### config.mk
export PLATFORM = sky130hd
export DESIGN_NAME = int_sequencer
export DESIGN_NICKNAME = d
export VERILOG_FILES = /design/src/rtl/riptide_int_pkg.sv /design/src/rtl/int_sequencer.sv
export SDC_FILE = /design/constraint.sdc
export NUM_CORES = 1
export LEC_CHECK = 0
export BUFFER_PORTS_ARGS = -buffer_cell sky130_fd_sc_hd__buf_2
export CORE_MARGIN = 5
export CORE_UTILIZATION = 44
export DETAILED_ROUTE_END_ITERATION = 8
export GPL_ROUTABILITY_DRIVEN = 0
export GPL_TIMING_DRIVEN = 0
export HOLD_SLACK_MARGIN = 0.03
export PLACE_DENSITY = 0.68
export SETUP_SLACK_MARGIN = 0.02
export SKIP_LAST_GASP = 1
export SLEW_MARGIN = 30
export SYNTH_ARGS = -nofsm -noshare
export SYNTH_HDL_FRONTEND = slang
export SYNTH_SLANG_ARGS = --single-unit
### constraint.sdc
create_clock -name clk -period 4.8 [get_ports clk]
set_clock_uncertainty 0.2 [all_clocks]
set_input_delay 1.44 -clock clk [delete_from_list [all_inputs] [get_ports clk]]
set_output_delay 1.44 -clock clk [all_outputs]
set_load 0.02 [all_outputs]
### src/rtl/riptide_int_pkg.sv
// Shared interrupt-sequencer types and vector-table constants.
// The vector defaults must match the assembler's vector table layout.
package riptide_int_pkg;

   typedef enum logic [1:0] {
      IDLE,
      ARMED,
      ISR,
      HOLD
   } int_seq_state_t;

   localparam logic [12:0] VEC_BASE_DFLT  = 13'h0010;
   localparam int          VEC_SHIFT_DFLT = 2;

endpackage

### src/rtl/int_sequencer.sv
// Interrupt sequencer: takes int_rq at a safe instruction boundary,
// redirects fetch to the line's vector, and returns on reti.
//
// Ports:
//   clk, rst     clock, synchronous active-high reset
//   int_rq       registered request from the interrupt controller
//   int_addr     line index, valid while int_rq=1
//   boundary     core is at an interruptible boundary this cycle
//   pc_in        return address, valid while boundary=1
//   reti         return-from-interrupt retiring this cycle
//   ien_wr/ien_d software write of the global enable
//   redirect     one-cycle fetch redirect strobe
//   redirect_pc  redirect target, held between strobes
//   in_isr       handler active
//   cur_line     line being served, held
//   ien          global interrupt enable
module int_sequencer
   import riptide_int_pkg::*;
#(
   parameter int              PC_W      = 13,
   parameter logic [PC_W-1:0] VEC_BASE  = PC_W'(VEC_BASE_DFLT),
   parameter int              VEC_SHIFT = VEC_SHIFT_DFLT,
   parameter int              HOLDOFF   = 2
) (
   input  logic            clk,
   input  logic            rst,
   input  logic            int_rq,
   input  logic [2:0]      int_addr,
   input  logic            boundary,
   input  logic [PC_W-1:0] pc_in,
   input  logic            reti,
   input  logic            ien_wr,
   input  logic            ien_d,
   output logic            redirect,
   output logic [PC_W-1:0] redirect_pc,
   output logic            in_isr,
   output logic [2:0]      cur_line,
   output logic            ien
);

   // HOLDOFF is expected in 1..15; the counter is 4 bits wide.
   localparam logic [3:0] HOLD_INIT = 4'(HOLDOFF);

   int_seq_state_t state;
   int_seq_state_t state_nxt;

   logic [PC_W-1:0] save_pc;
   logic [3:0]      cnt;

   logic            redirect_nxt;
   logic [PC_W-1:0] redirect_pc_nxt;
   logic            in_isr_nxt;
   logic [2:0]      cur_line_nxt;
   logic            ien_nxt;
   logic [PC_W-1:0] save_pc_nxt;
   logic [3:0]      cnt_nxt;

   logic            want;
   logic            abort;
   logic            take;
   logic            hold_last;
   logic [PC_W-1:0] vec;

   // Gating uses the enable before any same-cycle software write.
   assign want      = ien & int_rq;
   // A dropped request or a disabling write cancels a pending take,
   // even when the boundary arrives in the same cycle.
   assign abort     = ~int_rq | (ien_wr & ~ien_d);
   assign take      = ~abort & boundary;
   assign hold_last = (cnt == 4'd1);
   // Vector arithmetic wraps silently at PC_W bits.
   assign vec       = VEC_BASE + (PC_W'(cur_line) << VEC_SHIFT);

   always_ff @(posedge clk) begin
      if (rst) begin
         state <= IDLE;
      end else begin
         state <= state_nxt;
      end
   end

   always_comb begin
      state_nxt = state;
      unique case (state)
         IDLE: begin
            if (want) state_nxt = ARMED;
         end
         ARMED: begin
            if (abort)     state_nxt = IDLE;
            else if (take) state_nxt = ISR;
         end
         ISR: begin
            if (reti) state_nxt = HOLD;
         end
         HOLD: begin
            if (hold_last) state_nxt = IDLE;
         end
         default: state_nxt = IDLE;
      endcase
   end

   always_comb begin
      redirect_nxt    = 1'b0;
      redirect_pc_nxt = redirect_pc;
      cur_line_nxt    = cur_line;
      save_pc_nxt     = save_pc;
      cnt_nxt         = cnt;
      ien_nxt         = ien_wr ? ien_d : ien;
      unique case (state)
         IDLE: begin
            if (want) cur_line_nxt = int_addr;
         end
         ARMED: begin
            if (take) begin
               save_pc_nxt     = pc_in;
               ien_nxt         = 1'b0;
               redirect_pc_nxt = vec;
               redirect_nxt    = 1'b1;
            end
         end
         ISR: begin
            // reti overrides a same-cycle enable write.
            if (reti) begin
               redirect_pc_nxt = save_pc;
               redirect_nxt    = 1'b1;
               ien_nxt         = 1'b1;
               cnt_nxt         = HOLD_INIT;
            end
         end
         HOLD: begin
            cnt_nxt = cnt - 4'd1;
         end
         default: ;
      endcase
      in_isr_nxt = (state_nxt == ISR);
   end

   always_ff @(posedge clk) begin
      if (rst) begin
         redirect    <= 1'b0;
         redirect_pc <= '0;
         in_isr      <= 1'b0;
         cur_line    <= '0;
         ien         <= 1'b0;
         save_pc     <= '0;
         cnt         <= '0;
      end else begin
         redirect    <= redirect_nxt;
         redirect_pc <= redirect_pc_nxt;
         in_isr      <= in_isr_nxt;
         cur_line    <= cur_line_nxt;
         ien         <= ien_nxt;
         save_pc     <= save_pc_nxt;
         cnt         <= cnt_nxt;
      end
   end

endmodule

## Yosys cells after proc, flatten, opt, wreduce, memory -nomap -nowiden

Cells that the tools add are included.

- Flip-flop bits (word level): 38
- Output and inout port bits: 19

- $add $sub $neg: 2
- Eq/ne operators: 7
- Multiplexer cells: 18
- Bitwise operators: 7
- Reduce and logical (&&, ||, !) cells: 7

Operators by type and width:

| cell | count |
|---|---|
| 13-bit two-way mux | 2 |
| 13-bit case mux with 2 select lines | 1 |
| 2-bit two-way mux | 5 |
| 2-bit case mux with 4 select lines | 1 |
| 4-bit case mux with 2 select lines | 1 |
| 5-bit by 5-bit adder with 6-bit output, first input constant | 1 |
| 2-bit == test, second input constant | 3 |
| 2-bit AND reduction | 3 |
| 1-bit two-way mux | 5 |
| 4-bit by 1-bit == test with 1-bit output, second input constant | 1 |
| 4-bit two-way mux | 1 |
| 2-bit != test, second input constant | 2 |
| 1-bit case mux with 2 select lines | 2 |
| 2-bit nonzero test | 2 |
| 4-bit by 1-bit subtractor with 4-bit output, second input constant | 1 |
| 1-bit bitwise AND | 3 |
| 1-bit NOT | 3 |
| 3-bit AND reduction | 1 |
| 2-bit by 1-bit == test with 1-bit output, second input constant | 1 |
| 2-bit zero test | 1 |
| 1-bit OR | 1 |

## Depth between registers and ports, before layout

Gate-level depths: netlist (run 1).

- Depth after elaboration: 9
- Depth in mapped cells: 7
- Gate-level depth less buffers: 6

## Worst setup path before layout (run 1)

No wires, ideal clock.

- Path type: input to register
- From: input port ien_wr
- To: register save_pc[0]
- Setup time: 132 ps
- Arrival: 2399 ps
- Data required time: 4468 ps
- Slack: 2069 ps
- Stages on the path: 6
- Buffers on the path: 2
- Cell sequence: nor2b_4 > or3b_2 > clkbuf_1 > buf_6 > nand2_1 > a21oi_1

- Longest elaborated chain between the ends: 5

Ends and longest elaborated chain:

| item | line | RTL |
|---|---|---|
| start, declared | int_sequencer.sv:32 | `input logic ien_wr,` |
| 1-bit bitwise AND | int_sequencer.sv:68 | `assign abort = ~int_rq \| (ien_wr & ~ien_d);` |
| 1-bit OR | int_sequencer.sv:68 |  |
| 1-bit NOT | int_sequencer.sv:69 | `assign take = ~abort & boundary;` |
| 1-bit bitwise AND | int_sequencer.sv:69 |  |
| 2-bit AND reduction (no source line) | - |  |
| end signal, assigned | int_sequencer.sv:153 | `save_pc <= save_pc_nxt;` |
| end, declared | int_sequencer.sv:47 | `logic [PC_W-1:0] save_pc;` |

No other way between the ends.
A chain may end at the register's enable or synchronous reset.

## Worst setup path after layout (run 1)

- From: input port ien_wr
- To: register save_pc[11]

Same word-level chain as after synthesis.

==> results of run 1 <==
-- placed cells by master (no fill, tap or decap), types with 5 or more instances in the layout --
cell type,synthesis,final
clkbuf_1,7,7
nand2_1,36,36
ha_1,7,7
mux2i_1,6,6
buf_2,2,42
inv_1,5,5
clkbuf_8,0,6
nor2_1,9,9
dfxtp_1,38,38
o21ai_0,16,16
nand4_1,9,9
a21oi_1,33,33
-- area by class of cell --
class / instances / area (um^2) / area share [%]
buffer: 12 / 55.1 / 2.67
clock buffer: 6 / 82.6 / 4.01
clock inverter: 1 / 30.0 / 1.46
inverter: 5 / 18.8 / 0.911
multi-input combinational: 148 / 853 / 41.4
sequential: 38 / 761 / 36.9
tap: 48 / 60.1 / 2.91
timing repair buffer: 40 / 200 / 9.71
-- worst max-delay path, cell delays in order --
cell     delay (ns)
buf_2          0.11
nor2b_4        0.14
nor3b_1        0.54
buf_2          0.34
nand2_1        0.09
a21oi_1        0.13
-- registers in the layout, indices dropped and copies added (netlist names) --
name         cells
redirect_pc     13
save_pc         13
cnt              4
cur_line         3
state            2
ien              1
in_isr           1
redirect         1
-- cells by family after synthesis --
kind of cell             share of synthesized area (%)
AO/OA/AOI/OAI                                     20.4
AND/OR/NAND/NOR                                   21.4
adder cells (fa/ha/maj)                           5.19
buffers and inverters                             4.37
flip-flops                                        45.1
multiplexers                                      3.56
-- metal layers --
metal | routed length, um | share of wire [%]
met1 | 1910 | 47
met2 | 1790 | 44
met3 | 310 | 7.6
met4 | 55 | 1.4
met5 | 0 | 0
-- worst paths after layout --
check | end | slack, ns | cells after the start
max | save_pc[11] | 2.02 | 6
min reg2reg | save_pc[5] | 0.26 | 2
min | save_pc[5] | 0.26 | 2
max reg2reg | redirect_pc[7] | 2.64 | 6
-- Yosys cell counts (2+ instances only) --
library cell | instances | area share, %
a21oi_1 | 33 | 9.8
inv_1 | 5 | 1.1
nor2b_1 | 3 | 1.1
a221oi_1 | 2 | 1.0
nand2b_1 | 4 | 1.5
mux2i_1 | 6 | 3.6
clkbuf_1 | 7 | 1.6
nor3b_1 | 2 | 0.89
buf_1 | 2 | 0.44
nand4_1 | 9 | 3.3
buf_2 | 2 | 0.59
ha_1 | 7 | 5.2
dfxtp_1 | 38 | 45
nor2_1 | 9 | 2.0
o21ai_1 | 2 | 0.59
nand2_1 | 36 | 8.0
o21ai_0 | 16 | 4.7
or3_1 | 4 | 1.5
-- stage by stage --
step / setup slack (ns) / util [%] / cells / cell area, um^2 / hold WS, ns
3_3_place_gp: 1.72 / 52.8 / 291 / 1950 / 0.241
2_1_floorplan: 2.07 / - / 203 / 1690 / 0.236
6_report: 2.02 / 55.9 / 298 / 2060 / 0.258
3_5_place_dp: 1.70 / 52.8 / 291 / 1950 / 0.248
5_1_grt: 1.83 / 55.9 / 298 / 2060 / 0.290
4_1_cts: 1.99 / 55.9 / 298 / 2060 / 0.258
-- report_power, final --
group | total, mW | switching [mW] | internal (mW)
Sequential | 0.370 | 0.0225 | 0.348
Clock | 0.271 | 0.105 | 0.166
Combinational | 0.341 | 0.219 | 0.121
==> metrics.md, run 1 <==
| Metric | Value |
|---|---|
| Slew @ Worst Pin | `0.796 ns` |
| Initial Util | `45.8%` |
| Unrepaired setup endpoints after global routing | `false` |
| Number of cell rows | `22` |
| Clk_lat worst skew | `around 0.28 ns` |
| R2R Path Start | `state[0]` |
| Core Footprint | `3690 um^2` |
| TritonCTS clock tree | `built` |
| Critical Path Source Type | `primary input` |
| First-pass GRT wire length | `between 6000 and 7000 um` |
| Required @ worst endpoint | `just under 5 ns` |
| Total number of vias | `1551` |
| Ys Warns | `0` |
| PD cells | `around 480 nW/um^2` |
| Top-Level Pins | `42` |
| DIE AREA | `between 5000 and 6000 um^2` |
| Worst hold path class | `reg -> reg` |
| Setup violations, final | `0` |
| Crit path capture type | `register` |
| Max Freq | `359 MHz` |
| Period utilisation layout | `58.0%` |
| Num CTS Buffers | `5` |
| Met1 usage | `22.2%` |
| P_leak | `0.855 nW` |
| Area Overhead vs Synth | `22.1%` |
| Die Wd | `~70 um` |
| Grt peak-use layer | `met2` |
| Min Tclk post-route | `approximately 2.8 ns` |
| Total routed wirelength | `between 4000 and 5000 um` |
| Grt ovf | `0` |
| Layout cells sized above 1 | `21.6%` |
| Worst Setup SP | `ien_wr` |
| Final ANT Viol Nets | `0` |
| Met3 Usage GRT | `4.02%` |
| Clk pin slew, worst setup/hold paths | `0.07 ns` |
| Largest net degree at the start of global routing | `12` |
| Ant diodes | `0` |
| Syn nets | `233` |
| IO buf count | `40` |
| Met2 usage | `25.6%` |
| Drt wl/cell | `between 10 and 15 um` |
| Total power | `approximately 0.98 mW` |
| Max FO, Critical Path | `10` |
| Slew Limit Fails | `0` |
| Worst VDD drop | `320 uV` |
| Setup bufs post-CTS | `0` |
| Total clock sinks | `38` |
| Status | `complete, no violations` |
| Number of synthesized flops with an enable pin | `0` |
| Post-cts hold buffer count | `0` |
| Clock Tree Root | `clkbuf_8` |
| Residual DRC | `0` |
| Dpl hpwl | `2900 um` |
| CP Class | `in -> reg` |
| NumNets Final | `280` |
| Arrival time worst endpoint | `2.80 ns` |
| Pre-Repair DR Iteration Count | `4` |
| Count of cell types in the netlist | `34` |
| Post-DR vias/cell | `5.20` |
| TNS Setup | `0 ns` |
| CTS resizes | `0` |
| Mapped Cells | `203` |
| Htree depth | `2` |
| Hold Violations, Final | `0` |
| DR iter-0 viols | `120` |
| Hold_sp | `save_pc[5]` |
| Longest Clk Path Bufs | `2` |
| Register area share after synthesis | `45.1%` |
| Slew headroom | `between 40% and 50%` |
| Post-Syn Area | `1690 um^2` |
| Gr usage total | `16.5%` |
| Avg Inst Size Synth | `8.31 um^2` |
| Die Y | `around 72 um` |
| Main flop type after synthesis | `dfxtp_1` |
| Yosys reg bits | `38` |
| Filler instances | `380` |
| Vias in the first global route | `between 1k and 1.5k` |
| Max cap viols | `0` |
| Async set-reset flop share out of synthesis | `0%` |
| Initial antenna violation count | `0` |
Power figures use the tool's default switching activity.
==> run 2, diff against run 1 <==
--- a/config.mk
+++ b/config.mk
@@ -12,7 +12,7 @@
 export GPL_ROUTABILITY_DRIVEN = 0
 export GPL_TIMING_DRIVEN = 0
 export HOLD_SLACK_MARGIN = 0.03
-export PLACE_DENSITY = 0.68
+export PLACE_DENSITY = 0.71
 export SETUP_SLACK_MARGIN = 0.02
 export SKIP_LAST_GASP = 1
 export SLEW_MARGIN = 30
==> constraint.sdc (replaced) <==
create_clock -name clk -period 2.56 [get_ports clk]
set_clock_uncertainty 0.2 [all_clocks]
set_input_delay 0.768 -clock clk [delete_from_list [all_inputs] [get_ports clk]]
set_output_delay 0.768 -clock clk [all_outputs]
set_load 0.02 [all_outputs]
==> run 2 against run 1 <==
Clock power grew 59%. Global-route usage is essentially flat. Routed wire length shrank 0.39%. Flip-flop and latch count is the same. Setup slack lost 1.6 ns. Register-to-register slack lost 2.3 ns. Count of clock-buffer cells in the layout is the same. Critical path depth is the same.
==> metrics.md, run 2 (synthesis results as in run 1) <==
| Metric | Value |
|---|---|
| Post-route insts no fill | `299 (+0.34%)` |
| Critical path cell sequence | `inv_1, ha_1, o21ai_1, clkbuf_1, o21ai_0, a21oi_1` |
| Slew @ Worst Pin | `0.802 ns (+0.00659 ns)` |
| R2r worst-path depth | `6 (unchanged)` |
| Post-layout util | `55.4% (-0.47 points)` |
| CTS resizes | `0 (unchanged)` |
| Final ANT Viol Nets | `0 (unchanged)` |
| Gr usage total | `16.5% (-0.024 points)` |
| Slew headroom | `46.2% (-0.44 points)` |
| Worst Hold Depth | `2 (unchanged)` |
| Grt ovf | `0 (unchanged)` |
| Worst hold path class | `reg -> reg` |
| Dpl hpwl | `2890 um (-0.43%)` |
| CP top delay family | `compound AO/OA/AOI/OAI gates` |
| Comb power frac | `36.1% (+1.4 points)` |
| Initial antenna violation count | `0 (unchanged)` |
| Bufs and invs on worst path | `2 (unchanged)` |
| First-pass GRT wire length | `6760 um (-0.30%)` |
| Cell Int Power | `1.10 mW (+73%)` |
| Pre-Repair DR Iteration Count | `4 (unchanged)` |
| Longest Clk Path Bufs | `2 (unchanged)` |
| Vias in the first global route | `1550 (+4.5%)` |
| FF/Latch Area | `761 um^2 (unchanged)` |
| Clk_lat worst skew | `0.29 ns (about the same)` |
| Clock Tree Root | `clkbuf_8` |
| Area after DPL | `1950 um^2 (unchanged)` |
| Initial Util | `45.8% (unchanged)` |
| Worst VDD drop | `500 uV (+56%)` |
| Clk pwr share | `24.5% (-3.1 points)` |
| Arrival time worst endpoint | `2.19 ns (-0.61 ns)` |
| Htree depth | `2 (unchanged)` |
| Period utilisation layout | `between 80% and 90%` |
| Die Wd | `71.9 um (unchanged)` |
| Post-DR vias/cell | `5.17 (-0.59%)` |
| Max Freq | `around 460 MHz` |
| Post-Place Cells | `291 (unchanged)` |
| Die Y | `71.9 um (unchanged)` |
| P_leak | `0.845 nW (-1.2%)` |
| Total number of vias | `1547 (-0.26%)` |
| Hold Violations, Final | `0 (unchanged)` |
| DIE AREA | `5170 um^2 (unchanged)` |
| Max stage delay cell, worst path | `o21ai_1` |
| Most common cell after layout, fill and taps aside | `buf_2` |
| Top flop regs | `redirect_pc: 13 flops, save_pc: 13 flops, cnt: 4 flops` |
| Crit path capture type | `register` |
| Number of cell rows | `22 (unchanged)` |
| Switching part of the total | `37.7% (+2.4 points)` |
| P_sw | `0.663 mW (+92%)` |
| Multi-input gate area | `853 um^2 (unchanged)` |
| Max cap viols | `0 (unchanged)` |
| Reg power frac | `39.5% (+1.8 points)` |
| Min Tclk post-route | `around 2.2 ns` |
| Slew Limit Fails | `0 (unchanged)` |
| Status | `complete, no violations` |
| Clk pin slew, worst setup/hold paths | `0.08 ns (about the same)` |
| Core Footprint | `3690 um^2 (unchanged)` |
| Layout cells sized above 1 | `21.9% (+0.31 points)` |
| Setup bufs post-CTS | `0 (unchanged)` |
| Filler instances | `344 (-9.5%)` |
| PD cells | `861 nW/um^2 (+81%)` |
| Worst path depth | `6 (unchanged)` |
| Final worst slack | `0.387 ns (-1.63 ns)` |
| Worst path max stage delay | `0.46 ns (-0.08 ns)` |
| DR iter-0 viols | `121 (+0.83%)` |
| Post-cts hold buffer count | `0 (unchanged)` |
| Unrepaired setup endpoints after global routing | `false` |
| Critical Path Source Type | `register` |
| Num CTS Buffers | `5 (unchanged)` |
| Fin area | `2040 um^2 (-0.85%)` |
| Total clock sinks | `38 (unchanged)` |
| TritonCTS clock tree | `built` |
| Setup violations, final | `0 (unchanged)` |
| IO buf count | `40 (unchanged)` |
| Residual DRC | `0 (unchanged)` |
| Area Overhead vs Synth | `21.1%` |
| Largest net degree at the start of global routing | `13 (+1)` |
| Required @ worst endpoint | `2.58 ns (-2.23 ns)` |
| CP Class | `reg -> reg` |
| Top-Level Pins | `42 (unchanged)` |
| NumNets Final | `280 (unchanged)` |
| Ant diodes | `0 (unchanged)` |
| Total routed wirelength | `4040 um (-0.39%)` |
| TNS Setup | `0 ns (unchanged)` |
| Pre-CTS setup slack | `0.198 ns (-1.50 ns)` |
| Max FO, Critical Path | `10 (unchanged)` |
| Commonest cells after routing, fill and taps aside | `buf_2 (42), dfxtp_1 (38), nand2_1 (36), a21oi_1 (33), o21ai_0 (16)` |
| Drt wl/cell | `13.5 um (-0.73%)` |
-- run 2: layout make-up --
cell class | instances | area share, %
plain buffers | 12 | 2.69
clock buffers | 6 | 4.04
clock inverters | 2 | 0.612
inverters | 5 | 0.919
multi-input cells | 148 | 41.8
flip-flops and latches | 38 | 37.2
well taps | 48 | 2.94
repair buffers | 40 | 9.80
-- run 2: worst register-to-register path, stage by stage, from the launching register on --
cell	delay, ns
dfxtp_1	0.39
inv_1	0.13
ha_1	0.29
o21ai_1	0.46
clkbuf_1	0.35
o21ai_0	0.14
a21oi_1	0.13
-- run 2: routing by layer --
layer	global-route usage, %	wire (um)
met4	5.64	57
met3	4.99	310
met2	26.3	1790
met5	0	0
met1	21.2	1890
-- run 2: stage by stage --
stage	hold slack (ns)	power, mW
5_1_grt	0.285	1.87
6_report	0.257	1.76
2_1_floorplan	0.236	1.16
3_5_place_dp	0.249	1.33
4_1_cts	0.260	1.77
3_3_place_gp	0.241	1.33
-- run 2: worst paths after layout --
kind / endpoint / slack [ns] / start
worst max-delay path: redirect_pc[12] / 0.39 / state[0]
worst min-delay path: save_pc[11] / 0.26 / save_pc[11]
worst max register to register: redirect_pc[12] / 0.39 / state[0]
worst min register to register: save_pc[11] / 0.26 / save_pc[11]
-- run 2: power groups by stage --
stage	logic [mW]	clock network [mW]	registers [mW]
floorplan	0.434	0	0.729
global placement	0.620	0	0.706
detailed placement	0.627	0	0.706
CTS	0.633	0.441	0.694
global route	0.711	0.462	0.701
finish	0.635	0.431	0.694
==> run 3, diff against run 2 <==
==> constraint.sdc (replaced) <==
create_clock -name clk -period 1.74 [get_ports clk]
set_clock_uncertainty 0.2 [all_clocks]
set_input_delay 0.522 -clock clk [delete_from_list [all_inputs] [get_ports clk]]
set_output_delay 0.522 -clock clk [all_outputs]
set_load 0.02 [all_outputs]
==> run 3 against run 2 <==
Fmax grew 27%. Critical endpoint is now redirect_pc[4]. Die area is the same. Flip-flop and latch count is the same. Final cell count grew 1.7%. Global-route usage grew 0.26 points. First-iteration DRC count shrank 29%. Non-clock buffer count grew 5. Setup slack lost 0.36 ns. Worst hold slack gained 0.00089 ns. Final area grew 8.1%. Clock power grew 46%.
==> metrics.md, run 3 (synthesis results as in run 1) <==
| Metric | Value |
|---|---|
| Status | `complete, no violations` |
| P_leak | `0.912 nW (+8.0%)` |
| Layout cells sized above 1 | `31.3% (+9.3 points)` |
| Filler instances | `351 (+2.0%)` |
| Gr usage total | `16.7% (+0.26 points)` |
| Total routed wirelength | `4160 um (+3.0%)` |
| TNS Setup | `0 ns (unchanged)` |
| Slew Limit Fails | `0 (unchanged)` |
| Final worst slack | `0.0323 ns (-0.355 ns)` |
| Worst Setup SP | `state[0]` |
| Commonest cells after routing, fill and taps aside | `buf_2 (40), dfxtp_1 (36), nand2_1 (35), a21oi_1 (32), o21ai_0 (14)` |
| Total clock sinks | `38 (unchanged)` |
| Grt ovf | `0 (unchanged)` |
| IO buf count | `40 (unchanged)` |
| Most common cell after layout, fill and taps aside | `buf_2` |
| Final ANT Viol Nets | `0 (unchanged)` |
| Htree depth | `2 (unchanged)` |
| Largest net degree at the start of global routing | `13 (unchanged)` |
| PD cells | `1320 nW/um^2 (+54%)` |
| Slew headroom | `65.9% (+20 points)` |
| Period utilisation layout | `98.1% (+13 points)` |
| Initial Util | `45.8% (unchanged)` |
| Ant diodes | `0 (unchanged)` |
| Arrival time worst endpoint | `1.73 ns (-0.46 ns)` |
| Hold_sp | `save_pc[3]` |
| Num CTS Buffers | `5 (unchanged)` |
| Critical Path Source Type | `register` |
| Core Footprint | `3690 um^2 (unchanged)` |
| Drt wl/cell | `13.7 um (+1.3%)` |
| Residual DRC | `0 (unchanged)` |
| Worst hold path class | `reg -> reg` |
| Clock Tree Root | `clkbuf_8` |
| Pre-Repair DR Iteration Count | `4 (unchanged)` |
| Die Y | `71.9 um (unchanged)` |
| DIE AREA | `5170 um^2 (unchanged)` |
| NumNets Final | `285 (+1.8%)` |
| DR iter-0 viols | `86 (-29%)` |
| Required @ worst endpoint | `1.76 ns (-0.82 ns)` |
| First-pass GRT wire length | `6850 um (+1.4%)` |
| Clk_lat worst skew | `0.29 ns (about the same)` |
| Die Wd | `71.9 um (unchanged)` |
| TritonCTS clock tree | `built` |
| R2R Path Start | `state[0]` |
| Number of cell rows | `22 (unchanged)` |
| Longest Clk Path Bufs | `2 (unchanged)` |
| CP Class | `reg -> reg` |
| Max cap viols | `0 (unchanged)` |
| Setup violations, final | `0 (unchanged)` |
| Worst VDD drop | `949 uV (+90%)` |
| Unrepaired setup endpoints after global routing | `true` |
| Crit path capture type | `register` |
| Top-Level Pins | `42 (unchanged)` |
| Pre-CTS setup slack | `-0.467 ns (-0.665 ns)` |
| Slew @ Worst Pin | `0.512 ns (-0.290 ns)` |
| Area Overhead vs Synth | `30.9%` |
| Clk pin slew, worst setup/hold paths | `0.08 ns (about the same)` |
| Hold Violations, Final | `0 (unchanged)` |
| Dpl hpwl | `2890 um (about the same)` |
| Max FO, Critical Path | `6 (-4)` |
| Initial antenna violation count | `0 (unchanged)` |
| Post-DR vias/cell | `5.27 (+1.8%)` |
| Total number of vias | `1601 (+3.5%)` |
| Min Tclk post-route | `1.71 ns (-0.465 ns)` |
| Top flop regs | `redirect_pc: 13 flops, save_pc: 13 flops, cnt: 4 flops` |
| Max Freq | `586 MHz (+27%)` |
| Vias in the first global route | `1525 (-1.6%)` |
-- run 3: report_power, final --
group	internal (mW)	switching, mW
Sequential	0.973	0.0839
Clock	0.318	0.311
Combinational	0.553	0.685
-- run 3: through the flow --
| step | power [mW] | instances | area (um^2) | hold WS (ns) | utilization (%) |
|---|---|---|---|---|---|
| 2_1_floorplan | 1.76 | 203 | 1720 | 0.236 | - |
| 3_3_place_gp | 2.00 | 291 | 1980 | 0.242 | 53.6 |
| 3_5_place_dp | 2.01 | 291 | 1980 | 0.248 | 53.6 |
| 4_1_cts | 2.78 | 301 | 2150 | 0.259 | 58.4 |
| 5_1_grt | 3.11 | 304 | 2210 | 0.275 | 59.9 |
| 6_report | 2.92 | 304 | 2210 | 0.258 | 59.9 |
-- run 3: path summary, 6_finish.rpt --
check | to | cells past startpoint | slack, ns
worst min-delay path | save_pc[3] | 2 | 0.26
worst max-delay path | redirect_pc[4] | 5 | 0.03
worst max register to register | redirect_pc[4] | 5 | 0.03
worst min register to register | save_pc[3] | 2 | 0.26
-- run 3: repair_timing --
action / 4_1_cts / 5_1_grt
buffers inserted: 2 / 4
cloned: 0 / 0
setup endpoints to repair: 35 / 28
pin swaps: 4 / 7
resized for setup: 16 / 18
hold buffers: 0 / 0
-- run 3: worst max-delay path: stages, from the launching register on --
cell     delay (ns)
dfxtp_4        0.40
inv_6          0.05
ha_4           0.19
nor2b_4        0.13
or4_4          0.53
a21oi_2        0.13
-- run 3: routing by layer --
metal / share of wire, % / global-route usage (%) / wire [um]
met5: 0 / 0 / 0
met4: 2.2 / 7.72 / 93
met3: 5.1 / 4.57 / 214
met2: 46 / 26.5 / 1930
met1: 46 / 21.1 / 1930
-- run 3: layout make-up --
cell class	count	area, um^2	area share [%]
Clock inverter	2	12.5	0.566
Clock buffer	6	82.6	3.74
Tap cell	48	60.1	2.72
Buffer	11	68.8	3.11
Sequential cell	38	768	34.8
Multi-Input combinational cell	148	946	42.8
Timing Repair Buffer	46	245	11.1
Inverter	5	26.3	1.19
